===== src/rtl/lsu_pkg.sv =====
`default_nettype none
// ============================================================================
// lsu_pkg : load/store size encodings, FSM states and access legality check
// Rev 1.0
// ============================================================================
package lsu_pkg;

  localparam logic [2:0] LDST_B  = 3'd0;
  localparam logic [2:0] LDST_H  = 3'd1;
  localparam logic [2:0] LDST_W  = 3'd2;
  localparam logic [2:0] LDST_BU = 3'd4;
  localparam logic [2:0] LDST_HU = 3'd5;

  typedef enum logic [1:0] {
    LSU_IDLE = 2'd0,
    LSU_WAIT = 2'd1,
    LSU_DONE = 2'd2
  } lsu_state_t;

  // Legal size for the direction and naturally aligned for that size.
  function automatic logic access_ok(input logic [2:0] size,
                                     input logic       we,
                                     input logic [1:0] off);
    logic ok;
    case (size)
      LDST_B:  ok = 1'b1;
      LDST_H:  ok = ~off[0];
      LDST_W:  ok = (off == 2'b00);
      LDST_BU: ok = ~we;
      LDST_HU: ok = ~we & ~off[0];
      default: ok = 1'b0;
    endcase
    return ok;
  endfunction

endpackage
`default_nettype wire


===== src/rtl/lsu_data_align.sv =====
`default_nettype none
// ============================================================================
// lsu_data_align : byte enables, store lane replication, load extract/extend
// Rev 1.0
// ============================================================================
module lsu_data_align
  import lsu_pkg::*;
(
  input  logic [2:0]  size_i,
  input  logic [1:0]  off_i,
  input  logic [31:0] wd_i,
  input  logic [31:0] rd_i,
  output logic [3:0]  be_o,
  output logic [31:0] wd_o,
  output logic [31:0] ld_o
);

  logic [31:0] w_shifted;
  logic [7:0]  w_byte;
  logic [15:0] w_half;

  assign w_shifted = rd_i >> {off_i, 3'b000};
  assign w_byte    = w_shifted[7:0];
  assign w_half    = w_shifted[15:0];

  always_comb begin
    be_o = 4'b0000;
    wd_o = wd_i;
    ld_o = 32'h0;
    case (size_i)
      LDST_B, LDST_BU: begin
        be_o = 4'b0001 << off_i;
        wd_o = {4{wd_i[7:0]}};
        ld_o = (size_i == LDST_B) ? {{24{w_byte[7]}}, w_byte} : {24'h0, w_byte};
      end
      LDST_H, LDST_HU: begin
        be_o = off_i[1] ? 4'b1100 : 4'b0011;
        wd_o = {2{wd_i[15:0]}};
        ld_o = (size_i == LDST_H) ? {{16{w_half[15]}}, w_half} : {16'h0, w_half};
      end
      LDST_W: begin
        be_o = 4'b1111;
        wd_o = wd_i;
        ld_o = rd_i;
      end
      default: begin
        be_o = 4'b0000;
      end
    endcase
  end

endmodule
`default_nettype wire


===== src/rtl/riscv_lsu.sv =====
`default_nettype none
// ============================================================================
// riscv_lsu : load/store unit FSM with memory handshake and RF write-back
// Rev 1.0
// ============================================================================
module riscv_lsu
  import lsu_pkg::*;
#(
  parameter int TIMEOUT = 16
) (
  input  logic        clk_i,
  input  logic        rst_ni,
  input  logic        core_req_i,
  input  logic        core_we_i,
  input  logic [2:0]  core_size_i,
  input  logic [31:0] core_addr_i,
  input  logic [31:0] core_wd_i,
  input  logic [4:0]  core_rd_i,
  output logic        core_stall_o,
  output logic        core_err_o,
  output logic        mem_req_o,
  output logic        mem_we_o,
  output logic [3:0]  mem_be_o,
  output logic [31:0] mem_addr_o,
  output logic [31:0] mem_wd_o,
  input  logic [31:0] mem_rd_i,
  input  logic        mem_ready_i,
  output logic        rf_we_o,
  output logic [4:0]  rf_wa_o,
  output logic [31:0] rf_wd_o
);

  localparam int CW = (TIMEOUT < 2) ? 1 : $clog2(TIMEOUT + 1);

  lsu_state_t  state_q, state_d;
  logic [CW-1:0] cnt_q, cnt_d;
  logic        we_q, we_d;
  logic [2:0]  size_q, size_d;
  logic [1:0]  off_q, off_d;
  logic [4:0]  rd_q, rd_d;
  logic        mem_req_q, mem_req_d;
  logic        mem_we_q, mem_we_d;
  logic [3:0]  mem_be_q, mem_be_d;
  logic [31:0] mem_addr_q, mem_addr_d;
  logic [31:0] mem_wd_q, mem_wd_d;
  logic        err_q, err_d;
  logic        rf_we_q, rf_we_d;
  logic [4:0]  rf_wa_q, rf_wa_d;
  logic [31:0] rf_wd_q, rf_wd_d;

  logic [2:0]  w_size;
  logic [1:0]  w_off;
  logic [3:0]  w_be;
  logic [31:0] w_wd;
  logic [31:0] w_ld;

  // One aligner serves both phases: request fields in IDLE, latched fields afterwards.
  assign w_size = (state_q == LSU_IDLE) ? core_size_i      : size_q;
  assign w_off  = (state_q == LSU_IDLE) ? core_addr_i[1:0] : off_q;

  lsu_data_align u_align (
    .size_i (w_size),
    .off_i  (w_off),
    .wd_i   (core_wd_i),
    .rd_i   (mem_rd_i),
    .be_o   (w_be),
    .wd_o   (w_wd),
    .ld_o   (w_ld)
  );

  always_comb begin
    state_d    = state_q;
    cnt_d      = cnt_q;
    we_d       = we_q;
    size_d     = size_q;
    off_d      = off_q;
    rd_d       = rd_q;
    mem_req_d  = mem_req_q;
    mem_we_d   = mem_we_q;
    mem_be_d   = mem_be_q;
    mem_addr_d = mem_addr_q;
    mem_wd_d   = mem_wd_q;
    err_d      = 1'b0;
    rf_we_d    = 1'b0;
    rf_wa_d    = rf_wa_q;
    rf_wd_d    = rf_wd_q;

    case (state_q)
      LSU_IDLE: begin
        if (core_req_i) begin
          if (access_ok(core_size_i, core_we_i, core_addr_i[1:0])) begin
            state_d    = LSU_WAIT;
            cnt_d      = '0;
            we_d       = core_we_i;
            size_d     = core_size_i;
            off_d      = core_addr_i[1:0];
            rd_d       = core_rd_i;
            mem_req_d  = 1'b1;
            mem_we_d   = core_we_i;
            mem_be_d   = w_be;
            mem_addr_d = {core_addr_i[31:2], 2'b00};
            mem_wd_d   = core_we_i ? w_wd : 32'h0;
          end else begin
            state_d = LSU_DONE;
            err_d   = 1'b1;
          end
        end
      end
      LSU_WAIT: begin
        // Ready is tested first so a response on the last allowed cycle still succeeds.
        if (mem_ready_i || (cnt_q == CW'(TIMEOUT - 1))) begin
          state_d    = LSU_DONE;
          mem_req_d  = 1'b0;
          mem_we_d   = 1'b0;
          mem_be_d   = 4'b0000;
          mem_addr_d = 32'h0;
          mem_wd_d   = 32'h0;
          if (mem_ready_i) begin
            if (!we_q) begin
              rf_we_d = 1'b1;
              rf_wa_d = rd_q;
              rf_wd_d = w_ld;
            end
          end else begin
            err_d = 1'b1;
          end
        end else begin
          cnt_d = cnt_q + CW'(1);
        end
      end
      LSU_DONE: begin
        state_d = LSU_IDLE;
      end
      default: begin
        state_d = LSU_IDLE;
      end
    endcase
  end

  always_ff @(posedge clk_i or negedge rst_ni) begin
    if (!rst_ni) begin
      state_q    <= LSU_IDLE;
      cnt_q      <= '0;
      we_q       <= 1'b0;
      size_q     <= 3'd0;
      off_q      <= 2'd0;
      rd_q       <= 5'd0;
      mem_req_q  <= 1'b0;
      mem_we_q   <= 1'b0;
      mem_be_q   <= 4'b0000;
      mem_addr_q <= 32'h0;
      mem_wd_q   <= 32'h0;
      err_q      <= 1'b0;
      rf_we_q    <= 1'b0;
      rf_wa_q    <= 5'd0;
      rf_wd_q    <= 32'h0;
    end else begin
      state_q    <= state_d;
      cnt_q      <= cnt_d;
      we_q       <= we_d;
      size_q     <= size_d;
      off_q      <= off_d;
      rd_q       <= rd_d;
      mem_req_q  <= mem_req_d;
      mem_we_q   <= mem_we_d;
      mem_be_q   <= mem_be_d;
      mem_addr_q <= mem_addr_d;
      mem_wd_q   <= mem_wd_d;
      err_q      <= err_d;
      rf_we_q    <= rf_we_d;
      rf_wa_q    <= rf_wa_d;
      rf_wd_q    <= rf_wd_d;
    end
  end

  assign core_stall_o = ((state_q == LSU_IDLE) && core_req_i) || (state_q == LSU_WAIT);
  assign core_err_o   = err_q;
  assign mem_req_o    = mem_req_q;
  assign mem_we_o     = mem_we_q;
  assign mem_be_o     = mem_be_q;
  assign mem_addr_o   = mem_addr_q;
  assign mem_wd_o     = mem_wd_q;
  assign rf_we_o      = rf_we_q;
  assign rf_wa_o      = rf_wa_q;
  assign rf_wd_o      = rf_wd_q;

endmodule
`default_nettype wire


===== config.mk =====
export PLATFORM = sky130hd
export DESIGN_NAME = riscv_lsu
export DESIGN_NICKNAME = d
export VERILOG_FILES = /design/src/rtl/lsu_pkg.sv /design/src/rtl/lsu_data_align.sv /design/src/rtl/riscv_lsu.sv
export SDC_FILE = /design/constraint.sdc
export NUM_CORES = 1
export LEC_CHECK = 0
export BUFFER_PORTS_ARGS = -buffer_cell sky130_fd_sc_hd__buf_2
export CAP_MARGIN = 20
export CORE_MARGIN = 4
export CORE_UTILIZATION = 46
export CTS_BUF_LIST = sky130_fd_sc_hd__clkbuf_4
export DETAILED_ROUTE_END_ITERATION = 12
export PLACE_DENSITY = 0.78
export SLEW_MARGIN = 40
export SYNTH_ARGS = -nofsm -noshare
export SYNTH_HDL_FRONTEND = slang
export SYNTH_SLANG_ARGS = --single-unit

===== constraint.sdc =====
create_clock -name clk_i -period 2 [get_ports clk_i]
set_input_delay 0.2 -clock clk_i [delete_from_list [all_inputs] [get_ports clk_i]]
set_output_delay 0.2 -clock clk_i [all_outputs]
set_load 0.05 [all_outputs]

# ---- Word-level counts from Yosys, hierarchy flattened
# Index checks and enable logic that the tools add are counted.
dict set report totals {
  regBits 127
  latchBits 0
  mem_bits_rw 0
  rom_bits 0
  input_bits 109
  output_inout_bits 110
  wordCells 98
  mem_count 0
}
dict set report classes {
  addsub 1
  mul 0
  n_div 0
  order_cmp 0
  eq_ne 14
  shifts 2
  muxes 47
  bitwise 4
  reduce_logical 15
}
# operator n
set op_table {}
lappend op_table {{2-to-1 mux 32 bit} 8}
lappend op_table {{one-hot mux 32 bit (2 select lines)} 3}
lappend op_table {{one-hot mux 32 bit (3 select lines)} 1}
lappend op_table {{right shift 32 x 5 -> 16 bit} 1}
lappend op_table {{2-to-1 mux 4 bit} 4}
lappend op_table {{2-to-1 mux 1 bit} 15}
lappend op_table {{2-to-1 mux 5 bit} 3}
lappend op_table {{equality test 3 bit (second input constant)} 4}
lappend op_table {{one-hot mux 4 bit (3 select lines)} 1}
lappend op_table {{AND reduction 4 bit} 3}
lappend op_table {{one-hot mux 5 bit (2 select lines)} 1}
lappend op_table {{2-to-1 mux 2 bit} 4}
lappend op_table {{one-hot mux 4 bit (2 select lines)} 1}
lappend op_table {{equality test 3 x 1 -> 1 bit (second input constant)} 2}
lappend op_table {{equality test 3 x 2 -> 1 bit (second input constant)} 2}
lappend op_table {{zero test 3 bit} 2}
lappend op_table {{!= test 2 bit (second input constant)} 3}
lappend op_table {{one-hot mux 1 bit (2 select lines)} 3}
lappend op_table {{adder 5 x 1 -> 5 bit (second input constant)} 1}
lappend op_table {{equality test 5 x 4 -> 1 bit (second input constant)} 1}
lappend op_table {{one-hot mux 1 bit (5 select lines)} 1}
lappend op_table {{zero test 2 bit} 2}
lappend op_table {{one-hot mux 2 bit (2 select lines)} 1}
lappend op_table {{OR reduction 2 bit} 2}
lappend op_table {{other kinds (11)} 14}

# ---- Logic depth before layout (Yosys ltp)
# Gate-level depths: netlist (run 1).
dict set report logic_depth {
  word_depth 9
  mapped_depth 10
  ltp_nobuf 8
}

# ---- Cells and area by module
# A second synthesis (run 1) with hierarchy kept.
dict set report hier_totals {
  cells_unflattened 510
  hier_area_um2 6085.8
}
# mod instances cells_per_inst area_per_inst_um2 seq_area_each_um2
set modules_own_cells {}
lappend modules_own_cells {riscv_lsu 1 316 4793.3 3128.0}
lappend modules_own_cells {lsu_data_align 1 194 1292.5 0.0}

# ---- Worst setup path after synthesis (run 1)
# OpenSTA, ideal clock, no wires.
dict set report synth_timing {
  path_kind {register to register}
  from {register state_q[0]}
  to {register rf_wd_q[22], in the netlist rf_wd_o[22]}
  setup_time_ns 0.124
  arrival_time_ns 1.915
  required_ns 1.876
  path_slack_ns -0.039
  stages_incl_launch_ff 9
  n_path_buf 2
  period_less_slack_ns 2.039
  path_cell_list {dfrtp_1 > nor2_2 > mux2i_1 > buf_6 > mux2i_2 > o22ai_4 > o211ai_4 > buf_6 > nand3_2}
}
dict set report synth_between {
  elab_chain_cells 5
  elab_cells_between_ends 16
  classes_between {5 x eq/ne; 1 x shift; 5 x mux; 5 x reduce/logical}
}
# element line
set synth_rtl {}
lappend synth_rtl {{start, declared} riscv_lsu.sv:35} ;# lsu_state_t state_q, state_d;
lappend synth_rtl {{start signal, assigned} riscv_lsu.sv:158} ;# state_q <= state_d;
lappend synth_rtl {{zero test 2 bit} {riscv_lsu.sv:58, riscv_lsu.sv:59}}
lappend synth_rtl {{2-to-1 mux 2 bit or 2-to-1 mux 3 bit (tied branches)} {riscv_lsu.sv:59, riscv_lsu.sv:58}}
lappend synth_rtl {{right shift 32 x 5 -> 16 bit (tied with other cells)} lsu_data_align.sv:22} ;# assign w_shifted = rd_i >> {off_i, 3'b000};
lappend synth_rtl {{2-to-1 mux 32 bit (tied with other cells)} lsu_data_align.sv:39} ;# ld_o = (size_i == LDST_H) ? {{16{w_half[15]}}, w_half} : {16'h0, w_half};
lappend synth_rtl {{one-hot mux 32 bit (3 select lines)} lsu_data_align.sv:30} ;# case (size_i)
lappend synth_rtl {{end signal, assigned} riscv_lsu.sv:172} ;# rf_wd_q <= rf_wd_d;
lappend synth_rtl {{end, declared} riscv_lsu.sv:49} ;# logic [31:0] rf_wd_q, rf_wd_d;
# Several ways; a longest one is shown, not always the timed one.
# A chain may end at the register's enable or synchronous reset.

# ---- Worst setup path after layout (run 1)
dict set report layout_timing {
  from {register state_q[0]}
  to {register rf_wd_q[23], in the netlist rf_wd_o[23]}
}
# Same word-level chain as after synthesis.

==> impl_metrics.csv, run 1 <==
group,metric,value,unit
timing,worst_pin_slew,0.7150,ns
setup_path,critPathKind,"flip-flop to flip-flop",
job,cap_violations,0,
die,initial_core_util,0.4684,
detailed_routing,vias,6309,
die,coreArea,0.01262,mm^2
global_routing,use_met1,0.3410,
global_routing,grt_busiest_layer,"met2",
finish,area_growth_syn_to_layout,56.86,%
place,gp_congestion,0.9019,
logic_synthesis,yosysSeqAreaShare,0.5292,
timing,finalSetupViolations,29,
logic_synthesis,synth_edf_count,0,
logic_synthesis,ys.flop_type,"dfrtp_1",
hold_path,holdPathEnd,"mem_wd_o[27]",
setup_path,reg2reg_slack,-0.12,ns
detailed_routing,ant_nets,0,
setup_path,regToRegEndpoint,"rf_wd_o[23]",
clocking,clock_sinks,125,
logic_synthesis,yosys.area.top_type,"dfrtp_1",
global_routing,grt_max_degree,126,
timing,finalCritPeriodShare,1.060,
logic_synthesis,ys_ff_latch,125,
setup_path,timing.rr.start,"state_q[0]",
power_and_ir_drop,peakVddDrop,0.001129,V
hold_path,min_from,"core_wd_i[27]",
clocking,clkTransAtPathRegs,0.11,ns
status,violations,"negative setup slack",
global_routing,grt_usage,0.2780,
logic_synthesis,async_reset_ff_frac,1.000,
clocking,root_buffer,"clkbuf_4",
setup_path,crit_fanout,8,
timing,hold_viol,0,
clocking,cts_buffers,17,
logic_synthesis,synth_common_cells,"125 x dfrtp_1, 83 x nand2_1, 46 x a22o_1, 34 x mux2i_1, 34 x o21ai_0",
global_routing,first_global_vias,6251,
die,die_x,121.4,um
place,hpwl,12510,um
timing,drv_slew,0,
timing,setup_ws,-0.1206,ns
global_routing,grt.met2_usage,0.4577,
logic_synthesis,syn_inst,560,
die,ios,219,
power_and_ir_drop,design_power_total,12.20,mW
logic_synthesis,synth.area.top_cells,"dfrtp_1 53%, a22o_1 6.8%, mux2i_1 5.8%",
setup_path,startpoint_type,"flip-flop",
global_routing,overflow,0,
logic_synthesis,syn-cell-area,0.005911,mm^2
detailed_routing,wl_per_cell,19.53,um
global_routing,antenna_found_initial,0,
clocking,cts.path.max_buffers,2,
status,status,"finished, violations left",
timing,clock_skew,0.02384,ns
setup_path,cp.required,2.44,ns
finish,drive_gt1_frac,0.4168,
finish,nets,1024,
logic_synthesis,syn_avg_cell_area,10.55,um^2
die,rows,41,
setup_path,end_kind,"flip-flop",
die,dieArea,0.01473,mm^2
place,io_buffers,216,
setup_path,r2r_cells,9,
clocking,clock_latency,0.56,ns
setup_path,crit_arrival,2.56,ns
power_and_ir_drop,leakage,4.743,nW
logic_synthesis,yosysTopAreaCellShare,0.5292,
timing,grt_setup_unrepaired,"yes",
logic_synthesis,synth_most_common_cell,"dfrtp_1",
detailed_routing,drc,0,
detailed_routing,drt-pass1-iter-count,6,
clocking,cts_htree_levels,4,
logic_synthesis,synth_cell_types,53,
hold_path,hold_depth,3,
finish,antenna_cells,0,
global_routing,grt_pass1_wl,32050,um
timing,final.min_clock_period,2.121,ns
detailed_routing,wirelength,21440,um
die,die_h,121.4,um
clocking,cts_tree,"built",
timing,max_freq,471.6,MHz
global_routing,use_met3,0.07413,
timing,slew_headroom,0.5234,
timing,fin_tns_setup,-1.618,ns
detailed_routing,drtIter0Drc,689,
detailed_routing,drt-vias-per-instance,5.746,
power_and_ir_drop,power_density,1316,mW/mm^2
hold_path,hold_class,"input port to flip-flop",
logic_synthesis,ys_warn_count,0,
where the power goes:
part           internal [mW]  switching (mW)  total, mW
clock                  0.859            1.02       1.88
combinational           2.06            4.39       6.45
sequential              3.31           0.563       3.87
area by class of cell:
class / instances / area [um^2]
clock buffer: 17 / 127.6
clock inverter: 15 / 172.7
tap: 172 / 215.2
sequential: 125 / 3131
multi-input combinational: 387 / 2819
inverter: 6 / 22.52
fill: 827 / 3348
timing repair buffer: 376 / 2784
state kept, by name (all words and copies together) (netlist names):
register and flops:
state_q 2, mem_addr_o 30, we_q 1, off_q 2
rd_q 5, mem_req_o 1, size_q 3, core_err_o 1
mem_we_o 1, rf_we_o 1, rf_wa_o 5, mem_wd_o 32
cnt_q 5, rf_wd_o 32, mem_be_o 4
worst max-delay path, cell delays in order, from the launching register on:
cell and delay [ns]:
dfrtp_2 0.48, nor2_4 0.16, mux2i_4 0.26, buf_12 0.14, buf_6 0.09, mux2i_1 0.21, o21ai_2 0.12, o211ai_4 0.26
clkbuf_16 0.21, nand3_2 0.07
per-stage QoR:
step | hold WS, ns | area [um^2] | worst slack (ns) | std cells | utilization
after floorplan | -0.09559 | 5928 | 0.003608 | 561 | -
after global placement | 0.3468 | 7348 | -0.05475 | 940 | 0.5823
after detailed placement | 0.3585 | 7348 | -0.1903 | 940 | 0.5823
after CTS | 0.03876 | 8887 | -0.07302 | 1081 | 0.7042
after global routing | 0.02355 | 9271 | -0.1571 | 1098 | 0.7347
final | 0.06926 | 9271 | -0.1206 | 1098 | 0.7347
cells by family (layout without fill, tap and decap cells):
kind of cell,count (synthesis),after routing,synth area share
simple gates,176,176,0.1435
compound gates,161,161,0.1962
flops,125,125,0.5292
buf+inv,49,414,0.04297
mux,46,46,0.08319
fa+ha+maj,2,2,0.004233
other cells,1,2,0.0006344
cell usage in the layout, fill, tap and decap left out, types with 4 or more instances in the layout:
| cell type | Yosys | layout |
|---|---|---|
| o21ai_1 | 3 | 6 |
| nand3_1 | 25 | 19 |
| nor2_2 | 2 | 7 |
| buf_2 | 17 | 215 |
| clkbuf_16 | 0 | 4 |
| a21oi_2 | 0 | 4 |
| o21ai_0 | 34 | 31 |
| o22ai_1 | 10 | 10 |
| buf_6 | 2 | 9 |
| o221ai_1 | 7 | 7 |
| nor2_1 | 32 | 24 |
| buf_12 | 0 | 10 |
| nand2_1 | 83 | 83 |
| inv_1 | 5 | 5 |
| buf_4 | 6 | 37 |
| a21oi_1 | 25 | 21 |
| dfrtp_1 | 125 | 123 |
| mux2i_4 | 1 | 6 |
| nand3b_1 | 4 | 4 |
| a211oi_2 | 0 | 11 |
| mux2_2 | 9 | 8 |
| clkbuf_4 | 0 | 17 |
| dlygate4sd3_1 | 0 | 100 |
| o31ai_1 | 10 | 9 |
| nand3_2 | 10 | 16 |
| mux2i_1 | 34 | 29 |
| a22o_1 | 46 | 46 |
| clkinvlp_4 | 0 | 5 |
repair_timing:
item,in CTS,in global routing
gates resized for setup,31,41
setup buffers,7,14
pin swaps,2,14
endpoints found under the hold margin,225,0
cloned,2,3
hold buffers,100,0
setup endpoints to repair,50,101
how the worst max path moves through the flow:
stage / cells past startpoint / endpoint / from
final: 9 / rf_wd_o[23] / state_q[0]
after global routing: 9 / rf_wd_o[23] / state_q[0]
after CTS: 8 / rf_wd_o[21] / state_q[0]
after detailed placement: 6 / rf_wd_o[14] / state_q[0]
after global placement: 6 / rf_wd_o[14] / state_q[0]
after floorplan: 10 / mem_wd_o[24] / cnt_q[0]
per-layer routing:
layer | wire (um) | vias to the layer above
met5 | 0 | -
met4 | 964 | 0
met3 | 1871 | 101
met2 | 10610 | 413
met1 | 8004 | 3046
li1 | - | 2749
(Power assumes the default switching activity.)
==> run 2, diff against run 1 <==
--- a/config.mk
+++ b/config.mk
@@ -7,6 +7,7 @@
 export LEC_CHECK = 0
 export BUFFER_PORTS_ARGS = -buffer_cell sky130_fd_sc_hd__buf_2
 export CAP_MARGIN = 20
+export CORE_ASPECT_RATIO = 0.6
 export CORE_MARGIN = 4
 export CORE_UTILIZATION = 46
 export CTS_BUF_LIST = sky130_fd_sc_hd__clkbuf_4
@@ -16,3 +17,4 @@
 export SYNTH_ARGS = -nofsm -noshare
 export SYNTH_HDL_FRONTEND = slang
 export SYNTH_SLANG_ARGS = --single-unit
+export TNS_END_PERCENT = 30
==> run 2 against run 1 <==
Net effect: the flow still finishes with violations (negative setup slack); design area down 4.8%; non-clock buffer count down 30; global-route usage down 0.11 points; routed wire length down 3.3%; first-iteration DRC count down 30%; clock skew down 0.0061 ns; count of clock-buffer cells in the layout unchanged; largest power group unchanged; via count down 3.9%.
==> impl_metrics.csv, run 2 (synthesized netlist as in run 1, its figures left out) <==
group,metric,value,unit
detailed_routing,wl_per_cell,19.59,um
detailed_routing,drc,0,
setup_path,max_stage_delay,0.50,ns
hold_path,hold_class,"input port to flip-flop",
timing,max_freq,487.3,MHz
status,violations,"negative setup slack",
power_and_ir_drop,peakVddDrop,0.0009248,V
power_and_ir_drop,p_switching,5.822,mW
global_routing,grt_pass1_wl,32210,um
place,gp_congestion,0.9738,
job,cap_violations,0,
finish,final_common_cell,"buf_2",
place,dpl_cell_area,0.007411,mm^2
detailed_routing,drt-pass1-iter-count,7,
timing,setup_ws,-0.05213,ns
die,rows,31,
timing,worst_pin_slew,0.5734,ns
detailed_routing,drtIter0Drc,485,
power_and_ir_drop,power.internal,6.137,mW
timing,drv_slew,0,
clocking,cts_tree,"built",
die,dieArea,0.01479,mm^2
setup_path,cpLargestDelayFamily,"simple AND/OR/NAND/NOR gates",
global_routing,grt_usage,0.2769,
global_routing,first_global_vias,6276,
place,io_buffers,216,
power_and_ir_drop,power_density,1355,mW/mm^2
power_and_ir_drop,p_seq_frac,0.322,
setup_path,cp-startpoint,"state_q[0]",
global_routing,overflow,0,
timing,finalCritPeriodShare,1.026,
finish,final_cell_mix,"215 x buf_2, 123 x dfrtp_1, 86 x dlygate4sd3_1, 82 x nand2_1, 46 x a22o_1",
timing,clock_skew,0.01771,ns
place,hpwl,14110,um
global_routing,grt_max_degree,54,
timing,grt_setup_unrepaired,"yes",
clocking,root_buffer,"clkbuf_4",
setup_path,crit_arrival,2.49,ns
clocking,cts_htree_levels,4,
setup_path,startpoint_type,"flip-flop",
detailed_routing,ant_nets,0,
finish,instances_no_fill,1059,
hold_path,min_from,"mem_rd_i[2]",
finish,drive_gt1_frac,0.3937,
setup_path,critPathKind,"flip-flop to flip-flop",
timing,hold_viol,0,
detailed_routing,wirelength,20750,um
finish,antenna_cells,0,
setup_path,slowest_stage,"or4_4",
timing,finalSetupViolations,8,
finish,area_growth_syn_to_layout,49.28,%
setup_path,cp_cell_sequence,"buf_6 -> or4_4 -> o31ai_4 -> nand2_4 -> o22ai_4 -> nand2_4 -> a211oi_2",
setup_path,crit_fanout,7,
setup_path,cp.required,2.44,ns
place,post-place-cells,937,
die,initial_core_util,0.4807,
timing,slew_headroom,0.6068,
setup_path,end_kind,"flip-flop",
power_and_ir_drop,leakage,4.532,nW
setup_path,timing.rr.start,"state_q[0]",
clocking,cts_buffers,17,
global_routing,antenna_found_initial,0,
finish,fin_area,0.008823,mm^2
timing,final.min_clock_period,2.052,ns
status,status,"finished, violations left",
finish,nets,994,
clocking,cts.path.max_buffers,2,
die,ios,219,
detailed_routing,vias,6064,
setup_path,cpMostUsedCell,"nand2_4",
detailed_routing,drt-vias-per-instance,5.726,
clocking,clkTransAtPathRegs,0.11,ns
die,die_h,95.81,um
clocking,clock_latency,0.53,ns
die,coreArea,0.01230,mm^2
power_and_ir_drop,comb_power_share,0.513,
power_and_ir_drop,p_sw_frac,0.4868,
setup_path,crit_buf_inv,1,
clocking,clock_sinks,125,
die,die_x,154.3,um
power_and_ir_drop,clockPowerShare,0.165,
==> run 2: cell count changes in the layout (fill, tap and decap cells not counted), moves of 3 or more <==
cell / delta
buf_4: -8
buf_6: -4
mux2i_4: -3
clkbuf_16: -4
clkinv_2: -3
nand3_1: +6
nor2_2: -5
nor2_1: +4
nand3_2: -6
mux2i_1: +3
dlygate4sd3_1: -14
==> run 2: final cells by class <==
| cell class | count | area (um^2) |
|---|---|---|
| fill | 848 | 3472 |
| multi-input combinational | 387 | 2699 |
| clock buffer | 17 | 127.6 |
| clock inverter | 13 | 193.9 |
| timing repair buffer | 346 | 2444 |
| tap | 165 | 206.4 |
| inverter | 6 | 22.52 |
| sequential | 125 | 3131 |
==> run 2: metrics by stage <==
step | power [mW] | TNS, ns | hold slack, ns | util | setup WS, ns
2_1_floorplan | 7.940 | 0 | -0.09559 | - | 0.003608
3_3_place_gp | 9.436 | -0.005343 | 0.09682 | 0.6027 | -0.005343
3_5_place_dp | 9.608 | -0.6885 | 0.09691 | 0.6027 | -0.1375
4_1_cts | 11.87 | -0.02581 | 0.003420 | 0.7126 | -0.01095
5_1_grt | 12.52 | -1.441 | 0.005549 | 0.7176 | -0.1018
6_report | 11.96 | -0.1994 | 0.03628 | 0.7176 | -0.05213
==> run 2: path summary, 6_finish.rpt <==
kind | slack, ns | to | cells after the start
max | -0.05 | rf_wd_o[9] | 7
min | 0.04 | rf_wd_o[2] | 3
max reg2reg | -0.05 | rf_wd_o[9] | 7
min reg2reg | 0.46 | rf_wa_o[4] | 2
max in group asynchronous | 1.33 | we_q | 3
min in group asynchronous | 0.09 | rf_wd_o[6] | 2
==> run 2: tightest hold or removal path: cells and delay by family <==
kind | cells | cell delay, ns
AO/OA/AOI/OAI | 2 | 0.23
buffers and inverters | 1 | 0.09
==> run 2: what timing repair did <==
item | 4_1_cts | 5_1_grt
buffers inserted | 5 | 1
resized for setup | 22 | 15
gates cloned | 1 | 0
pin swaps | 12 | 10
endpoints found under the setup margin | 23 | 109
hold buffers | 86 | 0
endpoints found under the hold margin | 214 | 0
==> run 2: routing by layer <==
metal | vias to the layer above | wire length, um | GRT usage
met5 | - | 0 | 0
met4 | 0 | 481 | 0.08597
met3 | 53 | 2362 | 0.08446
met2 | 423 | 9608 | 0.4630
met1 | 2891 | 8295 | 0.3512
li1 | 2697 | - | -
==> run 2: power by group through the flow <==
| stage | Combinational [mW] | Sequential, mW | Clock (mW) |
|---|---|---|---|
| CTS | 6.03 | 3.82 | 2.02 |
| global route | 6.44 | 3.94 | 2.14 |
| detailed placement | 5.77 | 3.84 | 0 |
| finish | 6.13 | 3.85 | 1.97 |
| floorplan | 1.74 | 6.20 | 0 |
| global placement | 5.64 | 3.80 | 0 |
